## config.mk

```make
export PLATFORM = sky130hd
export DESIGN_NAME = pbil_sampler_population
export DESIGN_NICKNAME = d
export VERILOG_FILES = /design/src/rtl/pbil_sampler_population.sv
export SDC_FILE = /design/constraint.sdc
export NUM_CORES = 2
export LEC_CHECK = 0
export BUFFER_PORTS_ARGS = -buffer_cell sky130_fd_sc_hd__buf_2
export CAP_MARGIN = 5
export CORE_AREA = 3 3 293 410
export DETAILED_ROUTE_END_ITERATION = 10
export DIE_AREA = 0 0 296 413
export PLACE_DENSITY = 0.55
export SLEW_MARGIN = 20
export SYNTH_ARGS = -nofsm -noshare
export SYNTH_HDL_FRONTEND = slang
export SYNTH_SLANG_ARGS = --single-unit
```

## constraint.sdc

```tcl
create_clock -name clk -period 5.13 [get_ports clk]
set_input_delay 1.026 -clock clk [delete_from_list [all_inputs] [get_ports clk]]
set_output_delay 1.026 -clock clk [all_outputs]
set_load 0.01 [all_outputs]
```

## src/rtl/pbil_sampler_population.sv

```systemverilog
`default_nettype none
// ============================================================================
// Module      : pbil_sampler_population
// Description : Probability-vector (PBIL / compact-GA) population engine.
//               Holds WIDTH probabilities of RESOLUTION bits each. Each
//               generation emits SAMPLES individuals over a valid/ready
//               stream, waits for winner/loser feedback, then moves every
//               probability one saturating step (mode 0 = PBIL toward the
//               winner, mode 1 = cGA only where winner and loser differ).
// Ports       : clk, rst (async, active-low)
//               start                 - begin a generation (IDLE only)
//               mode, tax             - update rule and step size
//               random                - per-bit uniform randoms, slice i at [R*i+:R]
//               ind_valid/ind_ready/individual - sampled individual stream
//               fb_valid/fb_ready/winner/loser - tournament feedback
//               busy, converged, generation    - status
// Revision    : 1.0 - initial release
// ============================================================================
module pbil_sampler_population #(
    parameter int WIDTH      = 32,
    parameter int RESOLUTION = 8,
    parameter int TAX_WIDTH  = 4,
    parameter int SAMPLES    = 2,
    parameter int GEN_WIDTH  = 16,
    parameter logic [RESOLUTION*WIDTH-1:0] INITIAL =
        {WIDTH{{1'b1, {(RESOLUTION-1){1'b0}}}}}
) (
    input  logic                          clk,
    input  logic                          rst,
    input  logic                          start,
    input  logic                          mode,
    input  logic [TAX_WIDTH-1:0]          tax,
    input  logic [RESOLUTION*WIDTH-1:0]   random,
    output logic                          ind_valid,
    input  logic                          ind_ready,
    output logic [WIDTH-1:0]              individual,
    input  logic                          fb_valid,
    output logic                          fb_ready,
    input  logic [WIDTH-1:0]              winner,
    input  logic [WIDTH-1:0]              loser,
    output logic                          busy,
    output logic                          converged,
    output logic [GEN_WIDTH-1:0]          generation
);

    localparam int CNT_W = (SAMPLES < 2) ? 1 : $clog2(SAMPLES);
    localparam logic [CNT_W-1:0] c_last = CNT_W'(SAMPLES - 1);

    // A vector is converged when every entry sits at either rail.
    function automatic logic f_converged(input logic [RESOLUTION*WIDTH-1:0] v);
        logic c;
        c = 1'b1;
        for (int i = 0; i < WIDTH; i++) begin
            if ((v[RESOLUTION*i +: RESOLUTION] != '0) &&
                (v[RESOLUTION*i +: RESOLUTION] != '1)) begin
                c = 1'b0;
            end
        end
        return c;
    endfunction

    localparam logic c_init_conv = f_converged(INITIAL);

    typedef enum logic [1:0] {
        S_IDLE   = 2'd0,
        S_SAMPLE = 2'd1,
        S_WAIT   = 2'd2,
        S_UPDATE = 2'd3
    } state_t;

    state_t                        r_state;
    state_t                        w_state_next;
    logic [RESOLUTION*WIDTH-1:0]   r_prob;
    logic [RESOLUTION*WIDTH-1:0]   w_prob_next;
    logic [WIDTH-1:0]              r_individual;
    logic [WIDTH-1:0]              w_sample;
    logic [WIDTH-1:0]              r_winner;
    logic [WIDTH-1:0]              r_loser;
    logic                          r_mode;
    logic [CNT_W-1:0]              r_count;
    logic                          r_converged;
    logic [GEN_WIDTH-1:0]          r_generation;
    logic [RESOLUTION-1:0]         w_tax;

    assign w_tax = RESOLUTION'(tax);

    // Per-bit sampling and saturating update, all bits in parallel.
    for (genvar i = 0; i < WIDTH; i++) begin : g_bit
        logic [RESOLUTION-1:0] w_p;
        logic [RESOLUTION:0]   w_sum;
        logic [RESOLUTION:0]   w_diff;
        logic                  w_upd;
        logic [RESOLUTION-1:0] w_moved;

        assign w_p         = r_prob[RESOLUTION*i +: RESOLUTION];
        assign w_sample[i] = random[RESOLUTION*i +: RESOLUTION] < w_p;
        assign w_sum       = {1'b0, w_p} + {1'b0, w_tax};
        assign w_diff      = {1'b0, w_p} - {1'b0, w_tax};
        assign w_upd       = r_mode ? (r_winner[i] ^ r_loser[i]) : 1'b1;
        // Carry pins the sum at full scale; borrow pins the difference at zero.
        assign w_moved     = r_winner[i]
                           ? (w_sum[RESOLUTION]  ? '1 : w_sum[RESOLUTION-1:0])
                           : (w_diff[RESOLUTION] ? '0 : w_diff[RESOLUTION-1:0]);
        assign w_prob_next[RESOLUTION*i +: RESOLUTION] = w_upd ? w_moved : w_p;
    end

    always_ff @(posedge clk or negedge rst) begin
        if (!rst) begin
            r_state <= S_IDLE;
        end else begin
            r_state <= w_state_next;
        end
    end

    always_comb begin
        w_state_next = r_state;
        ind_valid    = 1'b0;
        fb_ready     = 1'b0;
        busy         = 1'b1;
        case (r_state)
            S_IDLE: begin
                busy = 1'b0;
                if (start) w_state_next = S_SAMPLE;
            end
            S_SAMPLE: begin
                ind_valid = 1'b1;
                if (ind_ready && (r_count == c_last)) w_state_next = S_WAIT;
            end
            S_WAIT: begin
                fb_ready = 1'b1;
                if (fb_valid) w_state_next = S_UPDATE;
            end
            S_UPDATE: begin
                w_state_next = S_IDLE;
            end
            default: begin
                w_state_next = S_IDLE;
            end
        endcase
    end

    always_ff @(posedge clk or negedge rst) begin
        if (!rst) begin
            r_prob       <= INITIAL;
            r_individual <= '0;
            r_winner     <= '0;
            r_loser      <= '0;
            r_mode       <= 1'b0;
            r_count      <= '0;
            r_converged  <= c_init_conv;
            r_generation <= '0;
        end else begin
            case (r_state)
                S_IDLE: begin
                    if (start) r_individual <= w_sample;
                end
                S_SAMPLE: begin
                    if (ind_ready) begin
                        if (r_count == c_last) begin
                            r_count <= '0;
                        end else begin
                            // Next individual drawn from the randoms present at this handshake.
                            r_count      <= r_count + 1'b1;
                            r_individual <= w_sample;
                        end
                    end
                end
                S_WAIT: begin
                    if (fb_valid) begin
                        r_winner <= winner;
                        r_loser  <= loser;
                        r_mode   <= mode;
                    end
                end
                S_UPDATE: begin
                    r_prob      <= w_prob_next;
                    r_converged <= f_converged(w_prob_next);
                    if (r_generation != '1) r_generation <= r_generation + 1'b1;
                end
                default: ;
            endcase
        end
    end

    assign individual = r_individual;
    assign converged  = r_converged;
    assign generation = r_generation;

endmodule
`default_nettype wire

```

# Word-level counts from Yosys, hierarchy flattened
# Cells that the tools add are included.
[totals]
ff_bits = 373
latchBits = 0
ram_bits = 0
mem_bits_ro = 0
inputBits = 330
out_inout_bits = 52
elab_cells = 456
mem_count = 0
[op_classes]
addsub = 66
multipliers = 0
n_div = 0
n_lt_le_gt_ge = 32
eq_ne = 41
shifts = 0
n_mux = 204
n_bitwise = 32
reduce_logical = 72
[op_table]
columns = ["op", "count"]
rows = [
  ["2-to-1 mux 8 bit", 128],
  ["adder 8 x 4 -> 9 bit", 32],
  ["subtractor 8 x 4 -> 9 bit", 32],
  ["less-than comparator 8 bit", 32],
  ["!= test 8 bit (second input constant)", 32],
  ["nonzero test 8 bit", 32],
  ["2-to-1 mux 32 bit", 3],
  ["2-to-1 mux 1 bit", 68],
  ["one-hot mux 32 bit (2 select lines)", 1],
  ["logical AND 1 bit", 33],
  ["bitwise XOR 1 bit", 32],
  ["adder 16 x 1 -> 16 bit (second input constant)", 1],
  ["!= test 16 bit (second input constant)", 1],
  ["!= test 2 bit (second input constant)", 5],
  ["one-hot mux 2 bit (4 select lines)", 1],
  ["2-to-1 mux 2 bit", 3],
  ["AND reduction 2 bit", 3],
  ["equality test 2 bit (second input constant)", 2],
  ["AND reduction 4 bit", 1],
  ["AND reduction 3 bit", 1],
  ["equality test 2 x 1 -> 1 bit (second input constant)", 1],
  ["logical NOT 2 bit", 1],
  ["nonzero test 2 bit", 1],
  ["adder 1 bit (second input constant)", 1],
]

# Longest topological paths before layout
[logic_depth]
ltp_word = 38
depth_mapped = 15
depth_no_buf = 15

# Worst setup path after synthesis
# Ideal clock, no wire load.
[synth_path]
path_type = "input port to flip-flop"
startpoint = "in tax[1]"
endpoint = "reg r_converged (netlist: converged)"
t_arrival_ps = 7168
setup_slack_ps = -2138
cell_stages = 13
path_buffers = 0
path_cell_list = "inv_1 fa_1 a21o_4 a21oi_4 and3_4 o21ai_0 a2bb2oi_2 or4b_1 or4b_1 mux2i_1 o2111ai_1 or4_1 o32ai_1"
[synth_between]
elab_chain_cells = 38
elab_cells_between_ends = 320
classes_between = "add/sub: 64; eq/ne: 32; mux: 160; reduce/logical: 64"
[synth_rtl]
columns = ["element", "line", "text"]
rows = [
  ["start, declared", "32", "input logic [TAX_WIDTH-1:0] tax,"],
  ["subtractor 8 x 4 -> 9 bit / adder 8 x 4 -> 9 bit (equally long branches)", "98, 97", ""],
  ["2-to-1 mux 8 bit, on equally long branches", "103, 102", ""],
  ["2-to-1 mux 8 bit", "102", "? (w_sum[RESOLUTION] ? '1 : w_sum[RESOLUTION-1:0])"],
  ["2-to-1 mux 8 bit", "104", "assign w_prob_next[RESOLUTION*i +: RESOLUTION] = w_upd ? w_moved : w_p;"],
  ["!= test 8 bit / nonzero test 8 bit (equally long branches)", "55, 54", ""],
  ["logical AND 1 bit", "54", "if ((v[RESOLUTION*i +: RESOLUTION] != '0) &&"],
  ["2-to-1 mux 1 bit (31 in series)", "54", ""],
  ["2-to-1 mux 1 bit (*)", "54", ""],
  ["end signal, assigned", "150", "r_converged <= c_init_conv;"],
  ["end signal, assigned", "177", "r_converged <= f_converged(w_prob_next);"],
  ["end, declared", "81", "logic r_converged;"],
]
# Every way passes the cells marked *; elsewhere a longest branch is shown, timed or not.
# A chain may end at the register's enable or synchronous reset.

# Final worst setup path
[layout_path]
startpoint = "in tax[0]"
endpoint = "reg r_converged (netlist: converged)"
# The elaborated chain is that of the path after synthesis.

==> out/qor.txt <==
period utilisation layout = 93.6%
Setup crit end kind = flop
clk sink count = 373
most used cell, CP = buf_4
post-synthesis register bit count = 373
WL/cell = 20.3 microns
Distinct cells, synth = 102
clock skew = 25.6 ps
P_leak = 21.2 nW
DRT Pass-1 Iters = 7
Max Root-Sink Buffers = 3
Least-Margin Pin Slew = 1030 ps
RR Startpoint = r_prob[96]$_DFFE_PN0P_
total of max-cap violations = 0
Pint = 16.0 mW
Clock Latency Late Sink = 660 ps
Switching Share = 52.1%
Core Region = 0.116 sq mm
CP max-delay cell = fa_1
most common cell after layout, fill and taps aside = ha_1
layout overhead on the synthesized area = 16.4%
Max Slew Vio Count = 0
RSZ-0062 raised after global routing = false
kind of cell adding the most delay to the critical path = compound AO/OA/AOI/OAI gates
Synth Area per Inst = 7.97 sq um
power share of the clock group = 10.7%
FP Rows = 148
PortBufs = 381
sequential share of power = 21.2%
Peak VDD IR = 0.000361 V
final hold vios = 0
min-delay worst type = input pin to async pin
Power Density = 703 mW/mm^2
sequential cell area fraction in the yosys report = 23.0%
Tmin final = 4800 ps
Final Setup Violations = 0
GP Congestion = 0.927
final instance area = 0.0475 sq mm
switching power = 17.4 mW
Critical Path AT = 5350 ps
FF-to-FF End = converged$_DFFE_PN0P_
Rel. slew slack = 31.6%
critical path type = input pin to flop
clock root cell = clkbuf_16
Post-synth EDFFs = 0
worst path buffer plus inverter count = 6
global-route wire length before repair = 221000 microns
Hold-fix buffers, CTS = 0
Synth Flop Type = dfrtp_1
Ports = 382
# fillers = 11885
Setup crit start kind = input pin
placed insts = 6986
DR iter-0 viols = 2597
initial antenna violation count = 5
R2R cell count = 15
worst setup path start = tax[0]
Final Non-Filler Cells = 7084
Initial Util = 35.0%
largest net degree at the start of global routing = 181
drt total wl = 143000 microns
routed via count = 40050
Placement Cell Area = 0.0459 sq mm
GR Util All Layers = 22.8%
clk slew on worst S/H paths = 60 ps
sequence of cells on the critical path = buf_4 > buf_12 > ha_1 > inv_1 > fa_1 > o21ba_2 > o21ba_2 > o21ai_0 > buf_4 > a2bb2oi_1 > nor3b_1 > nand3_1 > mux2i_1 > buf_4 > o2111ai_1 > buf_4 > or4_1 > o32ai_1
Max FO, Critical Path = 14
syn_nets = 5999
mapped cell area = 0.0408 sq mm
drc violations = 0
vias per cell = 5.65
WHS = 399 ps
die span in y = 413 microns
share of post-route cells with drive strength above 1 = 16.5%
Post-CTS Setup Inserts = 0
Detailed Place HPWL = 110000 microns
worst endpoint required time = 5680 ps
clock tree from TritonCTS = built
status = finished clean
vias in the first global route = 39189
width of the die = 296 microns
layout net count = 6419
fmax = 0.208 GHz
synth warn = 0
share of flip-flops with an asynchronous set or reset = 100%
reg-to-reg slack, setup = 470 ps
grt total ovfl = 0
cell count after synthesis = 5118
Max H-tree Level = 2
post-cts resize count = 0
commonest cells after routing, fill and taps aside = ha_1 (486), a21oi_1 (445), nor2_1 (427)
Routed Antenna Nets = 0
Post-Route Utilization = 40.8%
combinational share of power = 68.1%
Die ar. = 0.122 sq mm
TritonCTS Buffers = 50
Worst path max stage delay = 390 ps
## worst register-to-register path: stages (launching register included)
cell and delay (ps):
dfrtp_1 430, inv_1 270, ha_1 240, inv_1 60
fa_1 450, a21o_1 190, a211o_1 330, or3b_1 360
a21boi_0 210, o22ai_1 120, buf_4 150, nor3_1 210
and4b_1 420, o2111ai_1 330, or4_1 540, o32ai_1 260
## metal layers
layer	global-route usage (%)	up-vias	wire, microns
met5	0	-	13
met4	8.86	2	5940
met3	2.82	249	6730
met2	41.0	1140	71400
met1	27.5	19177	59400
li1	-	19482	-
## cell type report
cell class / count / area (sq um) / area share (%)
clock inverters: 31 / 251 / 0.530
multi-input cells: 4078 / 29100 / 61.3
repair buffers: 620 / 3920 / 8.26
well taps: 1500 / 1880 / 3.95
clock buffers: 63 / 1350 / 2.84
flip-flops and latches: 373 / 9380 / 19.8
diodes: 4 / 10.0 / 0.0211
inverters: 415 / 1560 / 3.29
## worst max-delay path by stage
| stage | slack [ps] | cells after the start | to |
|---|---|---|---|
| finish | 330 | 18 | converged$_DFFE_PN0P_ |
| global placement | -500 | 19 | converged$_DFFE_PN0P_ |
| detailed placement | -500 | 19 | converged$_DFFE_PN0P_ |
| floorplan | -1210 | 13 | converged$_DFFE_PN0P_ |
| CTS | 210 | 19 | converged$_DFFE_PN0P_ |
| global route | 30 | 19 | converged$_DFFE_PN0P_ |
## metrics by stage
| step | power (mW) | TNS, ps | setup WS [ps] |
|---|---|---|---|
| 6_report | 33.4 | 0 | 326 |
| 5_1_grt | 36.6 | 0 | 33.5 |
| 4_1_cts | 33.4 | 0 | 212 |
| 3_3_place_gp | 29.5 | -500 | -500 |
| 3_5_place_dp | 29.6 | -500 | -500 |
| 2_1_floorplan | 22.4 | -1450 | -1210 |
## Yosys cell counts (80+ instances only)
library cell	number	share of area, %
nor2b_1	110	1.7
dfrtp_1	341	21
xnor2_1	105	2.3
a21oi_1	449	5.5
nor2_1	428	3.9
inv_1	413	3.8
mux2i_1	80	2.0
nand3_1	89	1.1
nand2_1	335	3.1
ha_1	487	15
nand2b_1	134	2.1
o21ai_0	378	4.6
clkbuf_1	222	2.0
nor3_1	158	1.9
## power groups by stage
stage                     logic [mW]  clock network, mW  registers (mW)
final                           22.7               3.56            7.08
after global placement          22.4                  0            7.08
after global routing            25.4               3.81            7.35
after detailed placement        22.5                  0            7.06
after floorplan                 16.8                  0            5.58
after CTS                       22.7               3.70            7.02
## cells by family (layout without fill, tap and decap cells)
| family | Yosys count | in the layout | synth area share [%] |
|---|---|---|---|
| AO/OA/AOI/OAI | 1596 | 1596 | 25.4 |
| XOR/XNOR | 142 | 142 | 3.05 |
| adder cells (fa/ha/maj) | 551 | 551 | 18.1 |
| buffers and inverters | 667 | 1129 | 6.23 |
| flip-flops | 373 | 373 | 23.0 |
| multiplexers | 159 | 159 | 4.14 |
| other | 0 | 4 | 0 |
| AND/OR/NAND/NOR | 1630 | 1630 | 20.2 |
## flip-flops by register name, summed over array words and instances, names as in the netlist
name	count
r_count	1
individual	32
r_loser	32
converged	1
r_winner	32
generation	16
r_mode	1
r_state	2
r_prob	256
No activity file was read; power rests on OpenSTA's default activity.
